==> src/rtl/jtframe_ba0_arb.sv <==
// SDRAM bank 0 arbiter: shares the read/write bank between three cs/ok requesters.
// A watchdog stops a lost controller reply from hanging a requester.
//
// state   | meaning
// --------+--------------------------------------------------------------
// ST_IDLE | no access; pick a winner among requesters with cs high
// ST_REQ  | ba0_rd/ba0_wr asserted, waiting for ba0_ack (or early ba0_rdy)
// ST_WAIT | request accepted, waiting for ba0_dok/ba0_rdy
// ST_DONE | one-cycle bubble so the winner can drop cs
module jtframe_ba0_arb #(
  parameter int         SDRAMW = 23,
  parameter bit         RR     = 1'b1,
  parameter logic [7:0] TOUT   = 8'd255
) (
  input  logic              clk,
  input  logic              rst_n,

  input  logic              req0_cs,
  input  logic              req0_wr,
  input  logic [SDRAMW-1:0] req0_addr,
  input  logic [15:0]       req0_din,
  input  logic [1:0]        req0_din_m,
  output logic              req0_ok,
  output logic [15:0]       req0_dout,

  input  logic              req1_cs,
  input  logic              req1_wr,
  input  logic [SDRAMW-1:0] req1_addr,
  input  logic [15:0]       req1_din,
  input  logic [1:0]        req1_din_m,
  output logic              req1_ok,
  output logic [15:0]       req1_dout,

  input  logic              req2_cs,
  input  logic              req2_wr,
  input  logic [SDRAMW-1:0] req2_addr,
  input  logic [15:0]       req2_din,
  input  logic [1:0]        req2_din_m,
  output logic              req2_ok,
  output logic [15:0]       req2_dout,

  output logic [SDRAMW-1:0] ba0_addr,
  output logic              ba0_rd,
  output logic              ba0_wr,
  output logic [15:0]       ba0_din,
  output logic [1:0]        ba0_din_m,
  input  logic              ba0_ack,
  input  logic              ba0_dok,
  input  logic              ba0_rdy,
  input  logic [15:0]       sdram_dout,

  output logic              busy,
  output logic              tout_err
);

  typedef enum logic [1:0] {ST_IDLE, ST_REQ, ST_WAIT, ST_DONE} state_t;

  state_t            state;
  logic [1:0]        win_q;
  logic              wr_q;
  logic [1:0]        rr_ptr;
  logic [7:0]        wdog;
  logic [2:0]        ok_q;
  logic [15:0]       dout_q [3];

  logic [2:0]        cs_v, wr_v;
  logic [SDRAMW-1:0] addr_v [3];
  logic [15:0]       din_v  [3];
  logic [1:0]        mask_v [3];

  logic [1:0]        start, cand, win;
  logic [2:0]        cand_sum;
  logic              found;
  logic              wd_hit;

  assign cs_v      = {req2_cs, req1_cs, req0_cs};
  assign wr_v      = {req2_wr, req1_wr, req0_wr};
  assign addr_v[0] = req0_addr;
  assign addr_v[1] = req1_addr;
  assign addr_v[2] = req2_addr;
  assign din_v[0]  = req0_din;
  assign din_v[1]  = req1_din;
  assign din_v[2]  = req2_din;
  assign mask_v[0] = req0_din_m;
  assign mask_v[1] = req1_din_m;
  assign mask_v[2] = req2_din_m;

  assign req0_ok   = ok_q[0];
  assign req1_ok   = ok_q[1];
  assign req2_ok   = ok_q[2];
  assign req0_dout = dout_q[0];
  assign req1_dout = dout_q[1];
  assign req2_dout = dout_q[2];

  assign busy   = (state != ST_IDLE);
  assign wd_hit = (wdog == TOUT);

  // rr_ptr holds where the next search starts; fixed priority always starts at 0
  always_comb begin
    start    = RR ? rr_ptr : 2'd0;
    found    = 1'b0;
    win      = 2'd0;
    cand_sum = 3'd0;
    cand     = 2'd0;
    for (int i = 0; i < 3; i++) begin
      cand_sum = {1'b0, start} + 3'(i);
      cand     = (cand_sum >= 3'd3) ? 2'(cand_sum - 3'd3) : cand_sum[1:0];
      if (!found && cs_v[cand]) begin
        found = 1'b1;
        win   = cand;
      end
    end
  end

  always_ff @(posedge clk or negedge rst_n) begin
    if (!rst_n) begin
      state     <= ST_IDLE;
      win_q     <= 2'd0;
      wr_q      <= 1'b0;
      rr_ptr    <= 2'd0;
      wdog      <= 8'd0;
      ok_q      <= 3'd0;
      dout_q[0] <= 16'd0;
      dout_q[1] <= 16'd0;
      dout_q[2] <= 16'd0;
      ba0_addr  <= '0;
      ba0_rd    <= 1'b0;
      ba0_wr    <= 1'b0;
      ba0_din   <= 16'd0;
      ba0_din_m <= 2'd0;
      tout_err  <= 1'b0;
    end else begin
      ok_q <= 3'd0;
      case (state)
        ST_IDLE: begin
          wdog <= 8'd0;
          if (found) begin
            win_q     <= win;
            wr_q      <= wr_v[win];
            ba0_addr  <= addr_v[win];
            ba0_din   <= din_v[win];
            ba0_din_m <= mask_v[win];
            ba0_rd    <= ~wr_v[win];
            ba0_wr    <= wr_v[win];
            if (RR) rr_ptr <= (win == 2'd2) ? 2'd0 : win + 2'd1;
            state     <= ST_REQ;
          end
        end
        ST_REQ: begin
          wdog <= wdog + 8'd1;
          if (ba0_rdy) begin
            // controller skipped the ack: treat as ack and completion together
            ba0_rd      <= 1'b0;
            ba0_wr      <= 1'b0;
            if (ba0_dok && !wr_q) dout_q[win_q] <= sdram_dout;
            ok_q[win_q] <= 1'b1;
            state       <= ST_DONE;
          end else if (wd_hit) begin
            ba0_rd      <= 1'b0;
            ba0_wr      <= 1'b0;
            ok_q[win_q] <= 1'b1;
            tout_err    <= 1'b1;
            state       <= ST_DONE;
          end else if (ba0_ack) begin
            ba0_rd <= 1'b0;
            ba0_wr <= 1'b0;
            state  <= ST_WAIT;
          end
        end
        ST_WAIT: begin
          wdog <= wdog + 8'd1;
          if (ba0_rdy) begin
            if (ba0_dok && !wr_q) dout_q[win_q] <= sdram_dout;
            ok_q[win_q] <= 1'b1;
            state       <= ST_DONE;
          end else if (wd_hit) begin
            ok_q[win_q] <= 1'b1;
            tout_err    <= 1'b1;
            state       <= ST_DONE;
          end else if (ba0_dok && !wr_q) begin
            dout_q[win_q] <= sdram_dout;
          end
        end
        default: state <= ST_IDLE;
      endcase
    end
  end

endmodule

==> config.mk <==
export PLATFORM = sky130hd
export DESIGN_NAME = jtframe_ba0_arb
export DESIGN_NICKNAME = d
export VERILOG_FILES = /design/src/rtl/jtframe_ba0_arb.sv
export SDC_FILE = /design/constraint.sdc
export NUM_CORES = 1
export LEC_CHECK = 0
export CAP_MARGIN = 0
export CORE_ASPECT_RATIO = 1.4
export CORE_MARGIN = 2
export CORE_UTILIZATION = 25
export DETAILED_ROUTE_END_ITERATION = 16
export PLACE_DENSITY = 0.53
export SETUP_SLACK_MARGIN = 0.4
export SLEW_MARGIN = 20
export SYNTH_ARGS = -nofsm -noshare
export SYNTH_HDL_FRONTEND = slang
export SYNTH_SLANG_ARGS = --single-unit
==> constraint.sdc <==
create_clock -name clk -period 3.2 [get_ports clk]
set_input_delay 0.96 -clock clk [delete_from_list [all_inputs] [get_ports clk]]
set_output_delay 0.96 -clock clk [all_outputs]
set_load 0.01 [all_outputs]
==> metrics <==
clk root buf clkbuf_16; Post-DP Area 8560 sq um; routing usage on met2 27.4%; Max FO, Critical Path 7; vias in the first global route 5110; Arr. time, crit path 2.94 ns; initial antenna violation count 0; filler cell count 2146; Slew headroom 59.7%; PD cells 979 nW/um^2; Mean Syn Cell Area 11.7 sq um; Final Non-Filler Cells 1052; YS warnings 0; Post-Syn Instances 483; core area 22400 sq um; I/O Buffers 245; MaxCap Viol Count 0; CTS tree yes; minimum clock period 2.70 ns; GRT Overall Usage 15.0%; Leak 0.00406 uW; most used routing layer met2; Pre-Repair DR Iteration Count 4; GRT Residual Overflow 0; CTS Buf Count 9; Crit Path Category primary input to flip-flop; M3 GR Usage 3.92%; clk_lat worst skew 0.36 ns; synth cell count leaders 110 x dfrtp_1, 58 x nand2_1, 54 x inv_1, 51 x mux2_2, 46 x mux2i_1; n_diodes 0; status complete, no violations; Routed wire per std cell 17.3 um; Hold Path Class flip-flop to flip-flop; Die Wd 131 um; Switching Share 38.2%; switching pwr 3410 uW; Yosys top cell by area dfrtp_1; routed vias/inst 4.49; P_int 5520 uW; Setup crit start kind primary input; Worst-path clk slew 0.08 ns; Clock Skew 0.00914 ns; Worst EP required 3.44 ns; f_max 371 MHz; Design Power 8930 uW; WL final 18200 um; Design Area, Final 9120 sq um; Syn Nets 642; global-route wire length before repair 27500 um; # setup viols final 0; count leader, synth dfrtp_1; gpl congestion 0.805; GR Layer Usage met1 17.0%; Die Area 23800 sq um; final hold slack 0.488 ns; Place WS -0.0978 ns; Post-route DRC 0; setup ws final 0.504 ns; sequential area share after synthesis 48.7%; Gate power share 59.8%; HPWL after DPL 13200 um; Yosys top cell area share 48.7%; Flop pwr share 27.2%; Die H 182 um; Slew Viols, Final 0; DRT antenna net count 0; final count of hold timing violations 0; Synth area leaders dfrtp_1 49%, o221ai_2 11%, mux2_2 10%; area grow syn2layout 61.4%; Post-synth EDFFs 0; share of cells above drive strength 1 21.0%; Clk pwr share 13.0%; placed cells 1023; Critical Path Sink Type flip-flop; clock sinks 110; Worst Tran Pin Value 0.604 ns; H-tree levels 3; pin count of the biggest net entering global routing 45; Tcrit/Tclk final 84.3%; VDD IR max 0.363 mV; clk buf depth 2; Synth Flop Type dfrtp_1; total number of vias 4722; row count 65; synthesized flop and latch total 110; RSZ-0062 raised after global routing no; DR iter-0 viols 171; post-synth design cell area 5650 sq um; Nets 905; Initial Util 25.3%; I/O pins 246; Post-synth ARST share 100%; count of different cell masters after synthesis 44
-- final timing paths --
path / start / depth (start not counted) / to / slack, ns
worst max-delay path: req1_cs / 8 / ba0_addr[19] / 0.50
worst min-delay path: ba0_addr[3] / 2 / ba0_addr[3] / 0.49
worst max register to register: rr_ptr[0] / 9 / ba0_addr[19] / 0.55
worst min register to register: ba0_addr[3] / 2 / ba0_addr[3] / 0.49
max in group asynchronous: rst_n / 2 / req2_dout[6] / 1.76
min in group asynchronous: rst_n / 1 / ba0_addr[21] / 0.60
-- cells in the final DEF (no fill, tap or decap), drive strengths merged, types with 9 or more instances in the layout --
cell	n
clkdlybuf4s50	241
dfrtp	110
inv	60
nand2	59
mux2	52
mux2i	46
o221ai	42
buf	34
nor2	13
o21ai	11
clkbuf	10
ha	9
-- cells by family (layout without fill, tap and decap cells) --
logic type	count (synthesis)	after routing	share of synthesized area, %
DFF	110	110	48.7
and+or+nand+nor	100	100	8.00
muxes	98	98	18.6
AOI/OAI and AO/OA	82	82	16.0
buffers and inverters	82	350	6.40
adders and majority gates	9	9	1.99
xor gates and xnor gates	2	2	0.310
-- flip-flops by register name (all words and copies together), names as in the netlist --
name / cells
rr_ptr: 2
req0_dout: 16
ba0_addr: 23
req1_dout: 16
ba0_din_m: 2
ok_q: 3
req2_dout: 16
ba0_rd: 1
tout_err: 1
win_q: 2
ba0_wr: 1
wdog: 8
ba0_din: 16
state: 2
wr_q: 1
-- power groups by stage --
stage / Sequential, uW / Clock (uW) / Combinational, uW
floorplan: 2640 / 0 / 2500
global placement: 2450 / 0 / 4820
detailed placement: 2450 / 0 / 4950
CTS: 2440 / 1200 / 5200
global route: 2520 / 1260 / 5770
finish: 2430 / 1160 / 5340
-- worst max-delay path, stage by stage --
cell           delay, ns
dlygate4sd2_1       0.29
mux2_4              0.30
mux2_2              0.28
or3_4               0.40
nand2_2             0.09
or2_4               0.20
bufbuf_16           0.31
o221ai_2            0.10
-- layout make-up --
class	count	area (sq um)	share of cell area (%)
flip-flops and latches	110	2750	30.2
well taps	301	377	4.13
clock inverters	7	78.8	0.865
clock buffers	9	225	2.47
repair buffers	280	2890	31.6
multi-input cells	291	2600	28.5
inverters	54	203	2.22
-- what timing repair did --
| item | in CTS | in global routing |
|---|---|---|
| buffers inserted | 0 | 7 |
| resized for setup | 11 | 6 |
| gates cloned | 4 | 2 |
| setup endpoints to repair | 38 | 37 |
| hold buffers | 0 | 0 |
| pin swaps | 1 | 2 |
-- routing by layer --
metal	wire, um	vias to the layer above
li1	-	2247
met1	7060	2272
met2	9710	186
met3	1180	17
met4	273	0
met5	0	-
-- through the flow --
stage	TNS, ns	util [%]
after global routing	0	40.8
final	0	40.8
after floorplan	0	-
after global placement	-0.0973	38.3
after detailed placement	-2.00	38.3
after CTS	0	40.2
(Power assumes the default switching activity.)
